### config.mk
export PLATFORM = sky130hd
export DESIGN_NAME = dmem_arbiter_flat
export DESIGN_NICKNAME = d
export VERILOG_FILES = /design/src/rtl/dmem_arbiter_if.sv /design/src/rtl/dmem_arbiter.sv /design/src/flat_wrapper.sv
export SDC_FILE = /design/constraint.sdc
export NUM_CORES = 1
export LEC_CHECK = 0
export ABC_AREA = 1
export CORE_MARGIN = 10
export CORE_UTILIZATION = 38
export CTS_BUF_LIST = sky130_fd_sc_hd__clkbuf_8
export DETAILED_ROUTE_END_ITERATION = 10
export GPL_ROUTABILITY_DRIVEN = 0
export HOLD_SLACK_MARGIN = 0.02
export PLACE_DENSITY = 0.86
export SYNTH_ARGS = -nofsm -noshare
export SYNTH_HDL_FRONTEND = slang
export SYNTH_SLANG_ARGS = --single-unit
### constraint.sdc
create_clock -name clk -period 2 [get_ports clk]
set_input_delay 0.4 -clock clk [delete_from_list [all_inputs] [get_ports clk]]
set_output_delay 0.4 -clock clk [all_outputs]
set_load 0.02 [all_outputs]
### src/rtl/dmem_arbiter_if.sv
// Data-memory arbiter bus: CPU port, debug/loader port and the shared memory port.
// master = arbiter side, slave = the core, debug agent and memory around it.
interface dmem_arbiter_if #(
  parameter int DATA_W = 32,
  parameter int ADDR_W = 9
);
  logic              cpu_rd;
  logic              cpu_wr;
  logic [ADDR_W-1:0] cpu_addr;
  logic [DATA_W-1:0] cpu_wdata;
  logic [DATA_W-1:0] cpu_rdata;
  logic              cpu_stall;

  logic              dbg_req;
  logic              dbg_we;
  logic [ADDR_W-1:0] dbg_addr;
  logic [DATA_W-1:0] dbg_wdata;
  logic              dbg_gnt;
  logic              dbg_rvalid;
  logic [DATA_W-1:0] dbg_rdata;

  logic              mem_rd;
  logic              mem_wr;
  logic [ADDR_W-1:0] mem_addr;
  logic [DATA_W-1:0] mem_wdata;
  logic [DATA_W-1:0] mem_rdata;

  // Read-return owner state of the arbiter, for observation only.
  logic [1:0]        owner_state;

  // Handshake: cpu_rd/cpu_wr and dbg_req are requests held by their source until
  // accepted; a CPU request is accepted in any cycle cpu_stall is low, a debug
  // request in the cycle dbg_gnt is high. Read data returns the following cycle.
  modport master (
    input  cpu_rd, cpu_wr, cpu_addr, cpu_wdata,
    output cpu_rdata, cpu_stall,
    input  dbg_req, dbg_we, dbg_addr, dbg_wdata,
    output dbg_gnt, dbg_rvalid, dbg_rdata,
    output mem_rd, mem_wr, mem_addr, mem_wdata,
    input  mem_rdata,
    output owner_state
  );

  modport slave (
    output cpu_rd, cpu_wr, cpu_addr, cpu_wdata,
    input  cpu_rdata, cpu_stall,
    output dbg_req, dbg_we, dbg_addr, dbg_wdata,
    input  dbg_gnt, dbg_rvalid, dbg_rdata,
    input  mem_rd, mem_wr, mem_addr, mem_wdata,
    output mem_rdata,
    input  owner_state
  );
endinterface

### src/rtl/dmem_arbiter.sv
// Single-port data-memory arbiter between the CPU and a debug/loader agent.
// Default: CPU priority with debug starvation counter; define DMEM_ARB_RR_EN for round-robin.
module dmem_arbiter #(
  parameter int DATA_W       = 32,
  parameter int ADDR_W       = 9,
  parameter int DBG_MAX_WAIT = 4
) (
  input  logic           clk,
  input  logic           reset,
  dmem_arbiter_if.master bus
);

  typedef enum logic [1:0] {
    OWN_NONE = 2'd0,
    OWN_CPU  = 2'd1,
    OWN_DBG  = 2'd2
  } owner_t;

  owner_t            owner;
  logic [DATA_W-1:0] cpu_rdata_q;
  logic [DATA_W-1:0] dbg_rdata_q;
  logic [DATA_W-1:0] cpu_rdata_c;
  logic [DATA_W-1:0] dbg_rdata_c;
  logic              cpu_req;
  logic              dbg_win;
  logic              gnt_cpu;
  logic              gnt_dbg;

`ifdef DMEM_ARB_RR_EN
  // High when the CPU has priority on the next contention cycle.
  logic rr_cpu_pri;
`else
  localparam int CNT_W = (DBG_MAX_WAIT < 1) ? 1 : $clog2(DBG_MAX_WAIT + 1);
  localparam logic [CNT_W-1:0] CNT_MAX = CNT_W'(DBG_MAX_WAIT);
  logic [CNT_W-1:0] wait_cnt;
`endif

  always_comb begin
    cpu_req = bus.cpu_rd | bus.cpu_wr;
`ifdef DMEM_ARB_RR_EN
    dbg_win = bus.dbg_req & (~cpu_req | ~rr_cpu_pri);
`else
    dbg_win = bus.dbg_req & (~cpu_req | (wait_cnt == CNT_MAX));
`endif
    gnt_dbg = ~reset & dbg_win;
    gnt_cpu = ~reset & cpu_req & ~dbg_win;
  end

  always_comb begin
    bus.cpu_stall = ~reset & cpu_req & ~gnt_cpu;
    bus.dbg_gnt   = gnt_dbg;
    bus.mem_rd    = (gnt_cpu & bus.cpu_rd) | (gnt_dbg & ~bus.dbg_we);
    bus.mem_wr    = (gnt_cpu & bus.cpu_wr) | (gnt_dbg & bus.dbg_we);
    bus.mem_addr  = '0;
    bus.mem_wdata = '0;
    if (gnt_cpu) begin
      bus.mem_addr  = bus.cpu_addr;
      bus.mem_wdata = bus.cpu_wdata;
    end else if (gnt_dbg) begin
      bus.mem_addr  = bus.dbg_addr;
      bus.mem_wdata = bus.dbg_wdata;
    end
  end

  // Read data is forwarded straight from memory in the return cycle and held
  // afterwards; reset masks the return so a read in flight never surfaces.
  always_comb begin
    cpu_rdata_c = cpu_rdata_q;
    dbg_rdata_c = dbg_rdata_q;
    if (reset) begin
      cpu_rdata_c = '0;
      dbg_rdata_c = '0;
    end else if (owner == OWN_CPU) begin
      cpu_rdata_c = bus.mem_rdata;
    end else if (owner == OWN_DBG) begin
      dbg_rdata_c = bus.mem_rdata;
    end
    bus.cpu_rdata   = cpu_rdata_c;
    bus.dbg_rdata   = dbg_rdata_c;
    bus.dbg_rvalid  = ~reset & (owner == OWN_DBG);
    bus.owner_state = owner;
  end

  always_ff @(posedge clk) begin
    if (reset) begin
      owner       <= OWN_NONE;
      cpu_rdata_q <= '0;
      dbg_rdata_q <= '0;
`ifdef DMEM_ARB_RR_EN
      rr_cpu_pri  <= 1'b1;
`else
      wait_cnt    <= '0;
`endif
    end else begin
      cpu_rdata_q <= cpu_rdata_c;
      dbg_rdata_q <= dbg_rdata_c;
      if (gnt_cpu && bus.cpu_rd)
        owner <= OWN_CPU;
      else if (gnt_dbg && !bus.dbg_we)
        owner <= OWN_DBG;
      else
        owner <= OWN_NONE;
`ifdef DMEM_ARB_RR_EN
      // Pointer moves only when both sides competed.
      if (cpu_req && bus.dbg_req)
        rr_cpu_pri <= gnt_dbg;
`else
      if (!bus.dbg_req || gnt_dbg)
        wait_cnt <= '0;
      else if (wait_cnt != CNT_MAX)
        wait_cnt <= wait_cnt + 1'b1;
`endif
    end
  end

endmodule

### src/flat_wrapper.sv
// flat-port wrapper written by rule: the top's interface ports become plain ports
module dmem_arbiter_flat 
#(
  parameter int DATA_W       = 32,
  parameter int ADDR_W       = 9,
  parameter int DBG_MAX_WAIT = 4
)
  (clk, reset, bus_cpu_rd, bus_cpu_wr, bus_cpu_addr, bus_cpu_wdata, bus_cpu_rdata, bus_cpu_stall, bus_dbg_req, bus_dbg_we, bus_dbg_addr, bus_dbg_wdata, bus_dbg_gnt, bus_dbg_rvalid, bus_dbg_rdata, bus_mem_rd, bus_mem_wr, bus_mem_addr, bus_mem_wdata, bus_mem_rdata, bus_owner_state);
  dmem_arbiter_if #(.DATA_W(DATA_W), .ADDR_W(ADDR_W)) bus_i ();
  input  logic clk;
  input  logic reset;
  input wire logic [$bits(bus_i.cpu_rd)-1:0] bus_cpu_rd;
  input wire logic [$bits(bus_i.cpu_wr)-1:0] bus_cpu_wr;
  input wire logic [$bits(bus_i.cpu_addr)-1:0] bus_cpu_addr;
  input wire logic [$bits(bus_i.cpu_wdata)-1:0] bus_cpu_wdata;
  output wire logic [$bits(bus_i.cpu_rdata)-1:0] bus_cpu_rdata;
  output wire logic [$bits(bus_i.cpu_stall)-1:0] bus_cpu_stall;
  input wire logic [$bits(bus_i.dbg_req)-1:0] bus_dbg_req;
  input wire logic [$bits(bus_i.dbg_we)-1:0] bus_dbg_we;
  input wire logic [$bits(bus_i.dbg_addr)-1:0] bus_dbg_addr;
  input wire logic [$bits(bus_i.dbg_wdata)-1:0] bus_dbg_wdata;
  output wire logic [$bits(bus_i.dbg_gnt)-1:0] bus_dbg_gnt;
  output wire logic [$bits(bus_i.dbg_rvalid)-1:0] bus_dbg_rvalid;
  output wire logic [$bits(bus_i.dbg_rdata)-1:0] bus_dbg_rdata;
  output wire logic [$bits(bus_i.mem_rd)-1:0] bus_mem_rd;
  output wire logic [$bits(bus_i.mem_wr)-1:0] bus_mem_wr;
  output wire logic [$bits(bus_i.mem_addr)-1:0] bus_mem_addr;
  output wire logic [$bits(bus_i.mem_wdata)-1:0] bus_mem_wdata;
  input wire logic [$bits(bus_i.mem_rdata)-1:0] bus_mem_rdata;
  output wire logic [$bits(bus_i.owner_state)-1:0] bus_owner_state;
  assign bus_i.cpu_rd = bus_cpu_rd;
  assign bus_i.cpu_wr = bus_cpu_wr;
  assign bus_i.cpu_addr = bus_cpu_addr;
  assign bus_i.cpu_wdata = bus_cpu_wdata;
  assign bus_cpu_rdata = bus_i.cpu_rdata;
  assign bus_cpu_stall = bus_i.cpu_stall;
  assign bus_i.dbg_req = bus_dbg_req;
  assign bus_i.dbg_we = bus_dbg_we;
  assign bus_i.dbg_addr = bus_dbg_addr;
  assign bus_i.dbg_wdata = bus_dbg_wdata;
  assign bus_dbg_gnt = bus_i.dbg_gnt;
  assign bus_dbg_rvalid = bus_i.dbg_rvalid;
  assign bus_dbg_rdata = bus_i.dbg_rdata;
  assign bus_mem_rd = bus_i.mem_rd;
  assign bus_mem_wr = bus_i.mem_wr;
  assign bus_mem_addr = bus_i.mem_addr;
  assign bus_mem_wdata = bus_i.mem_wdata;
  assign bus_i.mem_rdata = bus_mem_rdata;
  assign bus_owner_state = bus_i.owner_state;
  dmem_arbiter #(.DATA_W(DATA_W), .ADDR_W(ADDR_W), .DBG_MAX_WAIT(DBG_MAX_WAIT)) u_core (.clk(clk), .reset(reset), .bus(bus_i));
endmodule
==> impl_metrics.json <==
{
  "status": "finished with violations",
  "violations": "negative setup slack",
  "core-area_sq_mm": 0.00973,
  "max_stage_delay_ps": 330,
  "drive_above_1_share": 0.494,
  "leakage_nw": 3.32,
  "fin_crit_ps": 2120,
  "grt_max_degree": 75,
  "p_seq_frac": 0.381,
  "start_util": 0.387,
  "track_usage": 0.237,
  "fillers": 580,
  "root_buffer": "clkbuf_8",
  "skew_ps": 9.41,
  "regToRegEndpoint": "u_core.bus.owner_state[0]",
  "clockBufferDepth": 2,
  "power_frac_comb": 0.312,
  "dpl_cell_area_sq_mm": 0.00688,
  "max_freq_mhz": 472,
  "crit_path_end_kind": "primary output",
  "yosys.area.top_type_share": 0.367,
  "ys_seq_area_frac": 0.367,
  "setup_viol": 46,
  "rr_startpoint": "u_core.wait_cnt[1]",
  "final_antenna_net_count": 0,
  "min_path_cells": 2,
  "period_share": 1.06,
  "vias": 5186,
  "fin_util": 0.819,
  "synth_top_flop_cell": "dfxtp_1",
  "die_area_sq_mm": 0.0143,
  "grt_overflow": 0,
  "tightest_slew_ps": 370,
  "firstDrtPassIters": 5,
  "h-tree-depth": 3,
  "final_nets": 965,
  "dp_hpwl_microns": 12800,
  "cp-endpoint": "bus_mem_wdata[21]",
  "slew_viol_final": 0,
  "multi_input_area_sq_mm": 0.00261,
  "drtIter0Drc": 366,
  "finalPower_mw": 3.75,
  "critical_path_arrival_ps": 1720,
  "num_rows": 36,
  "synth_edf_count": 0,
  "ys_ff_latch": 69,
  "grt_first_pass_wirelength_microns": 27600,
  "maxCapViolCount": 0,
  "met3_usage": 0.0881,
  "io_pins": 232,
  "io_buffers": 231,
  "power.density_mw_per_mm2": 470,
  "rsz0062_at_grt": "yes",
  "fin_ws_ps": -120,
  "grt_pass1_vias": 5290,
  "startpoint": "u_core.wait_cnt[1]",
  "netlist_top_cells_count": "nand2_1 (175), a21oi_1 (128), dfxtp_1 (69)",
  "syn2layout_area_growth_pct": 112,
  "swShare": 0.302,
  "synth_top_area_cell": "dfxtp_1",
  "p_int_mw": 2.62,
  "finish.instance_area_sq_mm": 0.00797,
  "p_switching_mw": 1.13,
  "routed_wl_microns": 19700,
  "synth.most_common_cell": "nand2_1",
  "synthTopCellsByArea": "dfxtp_1 (37%), nand2_1 (17%), a21oi_1 (17%)",
  "syn_inst": 528,
  "async_flop_share": 0,
  "synth_fp_nets": 650,
  "hold_viol_final": 0,
  "cts.sinks": 69,
  "cp-start-kind": "register",
  "clk_pin_slew_ps": 80,
  "syn_area_sq_mm": 0.00377,
  "crit_chain": "inv_2 > ha_4 > nand2_4 > o21ai_4 > nand2_4 > buf_12 > buf_6 > nand3_2 > nand2_2 > buf_6",
  "drt-wirelength-per-cell_microns": 20.1,
  "cp_top_family": "buffers and inverters",
  "vias_per_cell": 5.28,
  "maxSlewHeadroom": 0.753,
  "critical_path_depth": 10,
  "ys_types": 21,
  "cp_max_fo": 8,
  "path_buf_inv": 4,
  "antenna_found_initial": 1,
  "die_y_microns": 120,
  "grt-busiest-layer": "met2",
  "drc": 0,
  "ir_worst_vdd_mv": 0.332,
  "seq_area_sq_mm": 0.00139,
  "use_met1": 0.230,
  "required_ps": 1600,
  "hold_path.class": "reg -> reg",
  "cts_buffers": 9,
  "clk_latency_ps": 340,
  "tritoncts": "done",
  "reg2reg_slack_ps": 580,
  "grtUsageMet2": 0.445,
  "yosys_warnings": 0,
  "reg2reg_depth": 10,
  "path_class": "reg -> out",
  "syn_avg_cell_area_sq_um": 7.14,
  "die_w_microns": 120,
  "p_clk_frac": 0.307,
  "crit_slowest_cell": "dfxtp_2"
}
layer usage:
| layer | share of wire | vias up |
|---|---|---|
| met4 | 0.037 | 0 |
| met3 | 0.082 | 52 |
| met1 | 0.34 | 2467 |
| met5 | 0 | - |
| li1 | - | 2409 |
| met2 | 0.54 | 258 |
worst min-delay path by stage:
stage / endpoint / slack, ps / start
final: u_core.cpu_rdata_q[5] / 480 / u_core.cpu_rdata_q[5]
after global routing: u_core.dbg_rdata_q[14] / 500 / u_core.dbg_rdata_q[14]
after CTS: u_core.dbg_rdata_q[12] / 470 / u_core.dbg_rdata_q[12]
after detailed placement: u_core.dbg_rdata_q[12] / 460 / u_core.dbg_rdata_q[12]
after global placement: u_core.dbg_rdata_q[20] / 450 / u_core.dbg_rdata_q[20]
after floorplan: u_core.wait_cnt[0] / 420 / u_core.wait_cnt[0]
logic make-up after synthesis:
| kind of cell | synth area share |
|---|---|
| flip-flops | 0.367 |
| XOR/XNOR | 0.00233 |
| adder cells (fa/ha/maj) | 0.00664 |
| buffers and inverters | 0.0863 |
| AND/OR/NAND/NOR | 0.362 |
| AO/OA/AOI/OAI | 0.176 |
worst min-delay path, cell delays in order (launching register included):
cell	delay [ps]
dfxtp_1	300
nand2_1	70
a21oi_1	60
cell type report:
class                   instances  area share
repair buffers                347       0.443
diodes                          1    0.000314
clock inverters                 6     0.00801
clock buffers                  10      0.0173
well taps                     133      0.0209
flip-flops and latches         69       0.174
multi-input cells             405       0.327
inverters                      11     0.00848
registers in the layout (all words and copies together) (netlist names):
name	cells
u_core.cpu_rdata_q	32
u_core.wait_cnt	3
u_core.dbg_rdata_q	32
u_core.bus.owner_state	2
what timing repair did:
action	in CTS	in global routing
setup buffers	5	7
hold buffers	0	0
endpoints found under the setup margin	109	93
pin swaps	6	32
gates cloned	7	6
resized for setup	607	171
power groups by stage:
| stage | combinational [mW] | clock, mW | sequential, mW |
|---|---|---|---|
| after global placement | 0.991 | 0 | 1.45 |
| after detailed placement | 1.01 | 0 | 1.45 |
| after CTS | 1.10 | 1.17 | 1.42 |
| after global routing | 1.23 | 1.23 | 1.43 |
| after floorplan | 0.416 | 0 | 1.45 |
| final | 1.17 | 1.15 | 1.43 |
layout by cell type, fill, tap and decap left out, types with 2 or more instances in the layout:
master	count
a21oi_1	93
a21oi_2	30
a21oi_4	5
buf_12	18
buf_16	4
buf_2	19
buf_4	108
buf_6	72
clkbuf_16	6
clkbuf_8	10
clkdlybuf4s50_1	117
clkinv_4	2
dfxtp_1	65
dfxtp_2	3
dlygate4sd2_1	3
inv_1	6
inv_2	3
nand2_1	93
nand2_2	67
nand2_4	15
nand3_1	44
nand3_2	36
nand3_4	7
nor2_1	4
nor2_4	2
per-stage QoR:
stage	setup slack, ps	hold WS, ps	setup TNS [ps]	cells
2_1_floorplan	264	417	0	528
3_3_place_gp	-596	454	-32250	945
3_5_place_dp	-622	461	-35110	945
4_1_cts	-162	473	-4600	973
5_1_grt	-218	499	-7220	981
6_report	-120	477	-2240	982
No activity file was read; power rests on OpenSTA's default activity.
